<file path="src/rtl/ram_arbiter_pkg.sv">
// Shared encodings for the two-port RAM arbiter: FSM states and requester ids.
// Optional round-robin arbitration is selected with the RAM_ARB_RR_EN macro.
package ram_arbiter_pkg;

  localparam logic [1:0] IDLE   = 2'd0;
  localparam logic [1:0] ACCESS = 2'd1;
  localparam logic [1:0] RESP   = 2'd2;

  localparam logic PORT_FETCH = 1'b0;
  localparam logic PORT_DATA  = 1'b1;

  function automatic logic winnerPort(input logic gnt1);
    return gnt1 ? PORT_DATA : PORT_FETCH;
  endfunction

endpackage

</file>
<file path="src/rtl/ram_arbiter_pick.sv">
// Combinational winner select for the RAM arbiter; a held lock admits only P1.
// RAM_ARB_RR_EN selects round-robin on contention, otherwise P1 has fixed priority.
module ram_arb_pick
  import ram_arbiter_pkg::*;
(
  input  logic req0,
  input  logic req1,
  input  logic locked,
  input  logic rr_ptr,
  output logic gnt0,
  output logic gnt1
);

`ifndef RAM_ARB_RR_EN
  logic unusedPtr;
  assign unusedPtr = rr_ptr;
`endif

  // Winner select; with RR the port that did not win last time takes a contended slot.
  always_comb begin
    gnt0 = 1'b0;
    gnt1 = 1'b0;
    if (locked) begin
      gnt0 = 1'b0;
      gnt1 = req1;
    end else begin
`ifdef RAM_ARB_RR_EN
      if (req0 && req1) begin
        gnt0 = (rr_ptr == PORT_DATA);
        gnt1 = (rr_ptr == PORT_FETCH);
      end else begin
        gnt0 = req0;
        gnt1 = req1;
      end
`else
      gnt0 = req0 & ~req1;
      gnt1 = req1;
`endif
    end
  end

endmodule

</file>
<file path="src/rtl/ram_arbiter.sv">
// Shares the single-port SoC RAM between instruction fetch (P0) and data (P1).
// Optional round-robin arbitration via RAM_ARB_RR_EN; default is fixed priority P1 > P0.
module ram_arbiter
  import ram_arbiter_pkg::*;
#(
  parameter int unsigned AW = 8,
  parameter int unsigned DW = 32
) (
  input  logic          iCLK,
  input  logic          iRST_N,
  input  logic          iREQ_0,
  input  logic [AW-1:0] iADDR_0,
  output logic          oGNT_0,
  output logic          oRVALID_0,
  output logic [DW-1:0] oRDATA_0,
  input  logic          iREQ_1,
  input  logic          iWE_1,
  input  logic          iLOCK_1,
  input  logic [AW-1:0] iADDR_1,
  input  logic [DW-1:0] iWDATA_1,
  output logic          oGNT_1,
  output logic          oRVALID_1,
  output logic [DW-1:0] oRDATA_1,
  output logic          oRAM_CE,
  output logic          oRAM_RD,
  output logic          oRAM_WR,
  output logic [AW-1:0] oRAM_ADDR,
  output logic [DW-1:0] oRAM_DATA_WR,
  input  logic [DW-1:0] iRAM_DATA_RD,
  output logic          oLOCKED
);

  logic [1:0]    stateR;
  logic          portR;
  logic          lockedR;
  logic          rrPtrS;
  logic          pick0S;
  logic          pick1S;
  logic          gnt0S;
  logic          gnt1S;
  logic          anyGntS;
  logic          reqWeS;
  logic [AW-1:0] reqAddrS;
  logic          ramCeR;
  logic          ramRdR;
  logic          ramWrR;
  logic [AW-1:0] ramAddrR;
  logic [DW-1:0] ramDataR;
  logic          rvalid0R;
  logic          rvalid1R;
  logic [DW-1:0] rdata0R;
  logic [DW-1:0] rdata1R;

  ram_arb_pick uPick (
    .req0   (iREQ_0),
    .req1   (iREQ_1),
    .locked (lockedR),
    .rr_ptr (rrPtrS),
    .gnt0   (pick0S),
    .gnt1   (pick1S)
  );

  assign gnt0S   = (stateR == IDLE) & pick0S;
  assign gnt1S   = (stateR == IDLE) & pick1S;
  assign anyGntS = gnt0S | gnt1S;

  // Winner's request fields; P0 is fetch-only so its write enable is forced low.
  always_comb begin
    reqWeS   = 1'b0;
    reqAddrS = {AW{1'b0}};
    if (gnt1S) begin
      reqWeS   = iWE_1;
      reqAddrS = iADDR_1;
    end else begin
      reqWeS   = 1'b0;
      reqAddrS = iADDR_0;
    end
  end

  // Access sequencer: writes return to IDLE after ACCESS, reads pass through RESP.
  always_ff @(posedge iCLK or negedge iRST_N) begin
    if (!iRST_N) begin
      stateR <= IDLE;
    end else begin
      case (stateR)
        IDLE:    stateR <= anyGntS ? ACCESS : IDLE;
        ACCESS:  stateR <= ramWrR ? IDLE : RESP;
        RESP:    stateR <= IDLE;
        default: stateR <= IDLE;
      endcase
    end
  end

  // RAM strobes are loaded at grant, so they are live exactly during ACCESS.
  always_ff @(posedge iCLK or negedge iRST_N) begin
    if (!iRST_N) begin
      ramCeR   <= 1'b0;
      ramRdR   <= 1'b0;
      ramWrR   <= 1'b0;
      ramAddrR <= {AW{1'b0}};
      ramDataR <= {DW{1'b0}};
    end else if (anyGntS) begin
      ramCeR   <= 1'b1;
      ramRdR   <= ~reqWeS;
      ramWrR   <= reqWeS;
      ramAddrR <= reqAddrS;
      ramDataR <= gnt1S ? iWDATA_1 : {DW{1'b0}};
    end else begin
      ramCeR   <= 1'b0;
      ramRdR   <= 1'b0;
      ramWrR   <= 1'b0;
      ramAddrR <= {AW{1'b0}};
      ramDataR <= {DW{1'b0}};
    end
  end

  // Owner of the in-flight access and the P1 lock, both updated on grant.
  always_ff @(posedge iCLK or negedge iRST_N) begin
    if (!iRST_N) begin
      portR   <= PORT_FETCH;
      lockedR <= 1'b0;
    end else begin
      if (anyGntS) begin
        portR <= winnerPort(gnt1S);
      end
      if (gnt1S) begin
        lockedR <= iLOCK_1;
      end
    end
  end

  // Read response: RAM data is valid in RESP and lands with a one-cycle valid pulse.
  always_ff @(posedge iCLK or negedge iRST_N) begin
    if (!iRST_N) begin
      rvalid0R <= 1'b0;
      rvalid1R <= 1'b0;
      rdata0R  <= {DW{1'b0}};
      rdata1R  <= {DW{1'b0}};
    end else begin
      rvalid0R <= 1'b0;
      rvalid1R <= 1'b0;
      if (stateR == RESP) begin
        if (portR == PORT_DATA) begin
          rvalid1R <= 1'b1;
          rdata1R  <= iRAM_DATA_RD;
        end else begin
          rvalid0R <= 1'b1;
          rdata0R  <= iRAM_DATA_RD;
        end
      end
    end
  end

`ifdef RAM_ARB_RR_EN
  logic rrPtrR;

  // Last-winner pointer; reset points at P1 so P0 wins the first contention.
  always_ff @(posedge iCLK or negedge iRST_N) begin
    if (!iRST_N) begin
      rrPtrR <= PORT_DATA;
    end else if (anyGntS) begin
      rrPtrR <= winnerPort(gnt1S);
    end else begin
      rrPtrR <= rrPtrR;
    end
  end

  assign rrPtrS = rrPtrR;
`else
  assign rrPtrS = PORT_DATA;
`endif

  assign oGNT_0       = gnt0S;
  assign oGNT_1       = gnt1S;
  assign oRVALID_0    = rvalid0R;
  assign oRVALID_1    = rvalid1R;
  assign oRDATA_0     = rdata0R;
  assign oRDATA_1     = rdata1R;
  assign oRAM_CE      = ramCeR;
  assign oRAM_RD      = ramRdR;
  assign oRAM_WR      = ramWrR;
  assign oRAM_ADDR    = ramAddrR;
  assign oRAM_DATA_WR = ramDataR;
  assign oLOCKED      = lockedR;

endmodule

</file>
<file path="config.mk">
export PLATFORM = sky130hd
export DESIGN_NAME = ram_arbiter
export DESIGN_NICKNAME = d
export VERILOG_FILES = /design/src/rtl/ram_arbiter_pkg.sv /design/src/rtl/ram_arbiter_pick.sv /design/src/rtl/ram_arbiter.sv
export SDC_FILE = /design/constraint.sdc
export NUM_CORES = 1
export LEC_CHECK = 0
export CAP_MARGIN = 10
export CORE_ASPECT_RATIO = 0.6
export CORE_UTILIZATION = 45
export CTS_BUF_LIST = sky130_fd_sc_hd__clkbuf_4
export DETAILED_ROUTE_END_ITERATION = 7
export HOLD_SLACK_MARGIN = 0.02
export PLACE_DENSITY = 0.9
export SLEW_MARGIN = 20
export SYNTH_ARGS = -nofsm -noshare
export SYNTH_HDL_FRONTEND = slang
export SYNTH_SLANG_ARGS = --single-unit
</file>
<file path="constraint.sdc">
create_clock -name iCLK -period 3.69 [get_ports iCLK]
set_input_delay 0.738 -clock iCLK [delete_from_list [all_inputs] [get_ports iCLK]]
set_output_delay 0.738 -clock iCLK [all_outputs]
set_load 0.02 [all_outputs]
</file>
**After elaboration in Yosys (flattened, before gate mapping)**

Index checks and enable logic that the tools add are counted.

- Input bits: 86
- Flip-flop bits (word level): 113
- Logic and storage cells: 41
- Output and inout bits: 112

- Multiplexer cells: 17
- Reductions and logical operators: 3
- Equal/unequal tests: 2
- Bitwise logic cells: 7

Operator list:

| operator | number |
|---|---|
| 32-bit 2-to-1 mux | 2 |
| 8-bit 2-to-1 mux | 2 |
| 1-bit 2-to-1 mux | 11 |
| 2-bit one-hot mux with 2 select lines | 1 |
| 2-bit AND reduction | 2 |
| 1-bit bitwise AND | 3 |
| 1-bit NOT | 3 |
| 2-bit by 1-bit == test with 1-bit output (second input constant) | 1 |
| 2-bit == test (second input constant) | 1 |
| 2-bit zero test | 1 |
| 2-bit 2-to-1 mux | 1 |
| 1-bit OR | 1 |

**Logic depth before layout (Yosys ltp)**

- Word-level depth: 7
- Depth in mapped cells: 3
- Gate-level depth less buffers: 2

**Modules after synthesis**

Synthesis repeated with hierarchy kept, for this count alone.

- Cells, all modules: 266
- Area total of the unflattened synthesis: 4,106.4 µm²

Modules (own cells, without submodules):

| module | sequential area each (µm²) | instances | area each (µm²) | cells each |
|---|---|---|---|---|
| ram_arbiter | 2,827.7 | 1 | 4,086.4 | 264 |
| ram_arb_pick | 0.0 | 1 | 20.0 | 2 |

**Worst setup path after synthesis**

OpenSTA, ideal clock, no wires.

- Path type: input to output
- Start: in iREQ_0
- End: out oGNT_0
- Arrival time: 1.640 ns
- Stages on the path: 3
- Slack: 1.312 ns
- Buffers on the path: 1
- Cell sequence: or4b_1 > buf_4 > nor2_1

- Word-level cells in the longest chain between the ends: 3

RTL lines:

| what | RTL line | RTL |
|---|---|---|
| from (decl) | ram_arbiter.sv:11 | `input logic iREQ_0,` |
| 1-bit bitwise AND | ram_arbiter_pick.sv:36 | `gnt0 = req0 & ~req1;` |
| 1-bit 2-to-1 mux | ram_arbiter_pick.sv:23 | `if (locked) begin` |
| 1-bit bitwise AND | ram_arbiter.sv:63 | `assign gnt0S = (stateR == IDLE) & pick0S;` |
| to (decl) | ram_arbiter.sv:13 | `output logic oGNT_0,` |

No other way between the ends.

**Worst setup path after layout**

Same ends and word-level chain as after synthesis.

==> flow_summary.rst <==
.. list-table::
   :header-rows: 1

   * - Metric
     - Value
   * - Shortest period the worst path allows
     - 3.19 ns
   * - Worst reg2reg path depth
     - 3
   * - TritonCTS clock tree
     - yes
   * - Internal Pwr Total
     - 3470 uW
   * - Post-layout instance count excluding filler cells
     - 584
   * - Final count of hold timing violations
     - 0
   * - Remaining design rule violation count
     - 22
   * - Relative contribution of combinational cells to total power
     - approximately 46%
   * - Synthesized Nets
     - about 340
   * - Setup slack of the worst register-to-register path
     - 1.42 ns
   * - Power density cells
     - 825 nW/um2
   * - Status
     - complete, but fails checks
   * - Most frequent CP cell
     - sky130_fd_sc_hd__clkdlybuf4s50_1
   * - Number of different library cells in the post-synthesis netlist
     - 20
   * - Critical path's largest stage delay
     - about 0.61 ns
   * - Maximum clock skew at final layout
     - between 0.01 and 0.015 ns
   * - Max Buffers Root-to-Sink
     - 2
   * - CTS clock-pin slew for the worst setup and hold paths
     - 0.09 ns
   * - Die Span Y
     - 75.7 um
   * - CTS sink cnt
     - 113
   * - Crit. End Element
     - output port
   * - Initial DRC Count
     - 114
   * - Post-cts gate resize count
     - 0
   * - Number of clock buffers inserted by TritonCTS
     - 17
   * - Path type of the worst min-delay path
     - primary input to async pin
   * - Maximum number of pins on one net before global-route repair
     - 62
   * - Part of the power in the clock network
     - 16.5%
   * - Detailed-router iteration count before antenna repair
     - 6
   * - Die area
     - 9460 um2
   * - Remaining number of nets flagged by the antenna check after routing
     - 0
   * - Cell count after synthesis
     - approximately 250
   * - Antenna cells
     - 0
   * - Worst slew margin relative to its limit
     - 35.1%
   * - Area inside the core boundary
     - slightly below 9000 um2
   * - Cell at the root of the clock tree
     - sky130_fd_sc_hd__clkbuf_4
   * - Post-CTS Setup Inserts
     - 0
   * - Count of buffers inserted at the top-level ports
     - 197
   * - Number of buffers inserted for hold repair after clock tree synthesis
     - 0
   * - Num rows
     - 26
   * - Reg-to-reg critical path endpoint
     - oRDATA_0[18]
   * - Aggregate routed wire length
     - 10.2 mm
   * - Violations in the final reports
     - design-rule violations
   * - WP data required
     - ~3 ns
   * - Effective utilization at floorplan
     - between 40% and 50%
   * - Via-per-instance ratio
     - 4.79
   * - Endpoint arrival time on the critical path
     - around 2.5 ns
   * - Total Routing Usage GR
     - ~22%
   * - DP Cell Count
     - 556
   * - Final Slew Violations
     - 0
   * - Share of total power in sequential cells
     - 37.4%
   * - Share of cells above drive strength 1
     - about a fifth
   * - Wire per inst
     - 17.5 um
   * - Io pins
     - 198
   * - Final critical-path share of the clock period
     - 86.3%
   * - Util after Layout
     - 74.2%
   * - Upper clock frequency limit
     - about 0.31 GHz
   * - Mean post-synth cell area
     - approximately 16 um2
   * - Global-route wire length before repair
     - 15.4 mm
   * - Final global-route overflow total
     - 0
   * - Initial antenna violation count
     - 0
   * - Worst path setup slack after routing
     - 0.504 ns
   * - HPWL after detailed placement
     - 7.51 mm
   * - Worst-margin pin slew
     - 0.970 ns
   * - Number of nets in the final layout
     - 549
   * - Maximum ir drop on the vdd rail
     - between 0.4 and 0.5 mV
   * - Sequential share of the synthesized area
     - 69.3%
   * - Leak pwr
     - 0.00278 uW
   * - Termination of the worst setup path
     - oGNT_0
   * - Routability congestion estimate
     - 0.743
   * - Power dissipated by switching net loads
     - 1830 uW
   * - Area growth syn-to-layout
     - 57.5%
   * - Setup repair after global routing missed its margin
     - false
   * - Sort of element at the start of the critical path
     - primary input
   * - Setup Crit Path Kind
     - primary input to output port
   * - Via total after detailed routing
     - around 2800
   * - Largest fanout of any net on the critical path
     - 2
   * - Setup TNS Final
     - 0 ns
   * - Number of flip-flops and latches in the synthesized netlist
     - 113
   * - Synthesis Warnings
     - 0
   * - Worst-skew pair later-pin latency
     - between 0.4 and 0.5 ns
   * - Summed instance area of the synthesized netlist
     - 4080 um2
   * - Switching Fraction
     - 34.5%
   * - Die Wd
     - 125 um
   * - Number of global-route vias before repair
     - 2919
   * - Launching element of the worst setup path
     - iREQ_0
   * - Final setup viols
     - 0
   * - Library cell contributing the largest single delay on the critical path
     - sky130_fd_sc_hd__clkdlybuf4s50_1
   * - Post-place setup slack
     - 0.516 ns
   * - Source of the worst register-to-register timing path
     - stateR[1]
   * - CTS H-Tree Depth
     - 4
   * - CP cell instances
     - clkdlybuf4s50_1 -> or4b_1 -> nor2_1 -> clkdlybuf4s50_1
   * - Number of max-cap violations
     - 0
-- state kept, by name (all words and copies together) (netlist names), 2 cells and up --
name          cells
oRAM_DATA_WR     32
oRDATA_0         32
oRDATA_1         32
oRAM_ADDR         8
stateR            2
-- how the worst min path moves through the flow --
stage	from	endpoint	slack [ns]	cells after the start
after floorplan	iRST_N	oLOCKED	0.44	0
after global placement	oRAM_WR	stateR[1]	0.42	1
after detailed placement	oRAM_WR	stateR[1]	0.45	1
after CTS	iRST_N	oRAM_DATA_WR[0]	0.24	1
after global routing	iRST_N	oRAM_DATA_WR[6]	0.28	1
final	iRST_N	oRAM_DATA_WR[6]	0.28	1
-- metrics by stage --
step / power (uW) / hold WS (ns) / cell area (um2)
3_5_place_dp: 4470 / 0.451 / 6170
6_report: 5300 / 0.278 / 6420
2_1_floorplan: 3180 / 0.442 / 4080
3_3_place_gp: 4370 / 0.422 / 6170
5_1_grt: 5560 / 0.280 / 6420
4_1_cts: 5370 / 0.239 / 6420
-- cells in the mapped netlist (all sizes together) --
cell type / number / share of area [%]
clkbuf: 4 / 0.37
nand2b: 8 / 1.2
or4b: 1 / 0.25
nor2b: 1 / 0.15
nor2: 2 / 0.18
and2: 33 / 5.1
mux2: 65 / 18
dfrtp: 113 / 69
nand3b: 1 / 0.18
o21a: 2 / 0.37
inv: 2 / 0.18
nor3b: 3 / 0.95
buf: 8 / 1.7
a21o: 1 / 0.18
o2bb2ai: 9 / 1.9
-- logic make-up after synthesis --
logic type / Yosys count / synth area share, %
muxes: 65 / 17.9
DFF: 113 / 69.3
AOI/OAI and AO/OA: 12 / 2.48
and+or+nand+nor: 49 / 8.01
buffers and inverters: 14 / 2.24
-- routing by layer --
metal	up-vias	GRT usage, %	share of wire (%)
met5	-	0	0
met4	0	7.32	0.62
met3	5	10.7	8.7
met2	115	39.9	51
met1	1388	24.5	40
li1	1289	-	-
-- area by class of cell --
cell class / count / area [um2]
Clock buffer: 18 / 135
Clock inverter: 10 / 121
Fill cell: 550 / 2230
Inverter: 2 / 7.51
Multi-Input combinational cell: 126 / 1170
Sequential cell: 113 / 2830
Tap cell: 112 / 140
Timing Repair Buffer: 203 / 2030
-- critical path, delay by kind of cell --
kind	cells	cell delay [ns]
AND/OR/NAND/NOR	2	0.62
buffers and inverters	2	1.09
-- layout by cell type (no fill, tap or decap) --
master and n:
sky130_fd_sc_hd__clkbuf_4 18, sky130_fd_sc_hd__dfrtp_1 113, sky130_fd_sc_hd__or4b_1 1, sky130_fd_sc_hd__mux2_2 64, sky130_fd_sc_hd__o21a_1 2, sky130_fd_sc_hd__nor2_1 2
sky130_fd_sc_hd__inv_1 2, sky130_fd_sc_hd__mux2_1 1, sky130_fd_sc_hd__buf_12 1, sky130_fd_sc_hd__nor3b_4 2, sky130_fd_sc_hd__nor3b_1 1, sky130_fd_sc_hd__nand2b_1 8
sky130_fd_sc_hd__bufinv_16 3, sky130_fd_sc_hd__buf_4 6, sky130_fd_sc_hd__nand3b_1 1, sky130_fd_sc_hd__nor2b_1 1, sky130_fd_sc_hd__clkinv_1 3, sky130_fd_sc_hd__clkinv_2 4
sky130_fd_sc_hd__a21o_1 1, sky130_fd_sc_hd__and2_1 33, sky130_fd_sc_hd__o2bb2ai_1 9, sky130_fd_sc_hd__clkdlybuf4s50_1 196
-- power groups by stage --
stage,combinational [uW],sequential [uW],clock (uW)
floorplan,612,2570,0
global placement,2400,1970,0
detailed placement,2460,2010,0
CTS,2470,1990,904
global route,2570,2040,949
finish,2450,1980,874
Power figures use the tool's default switching activity.
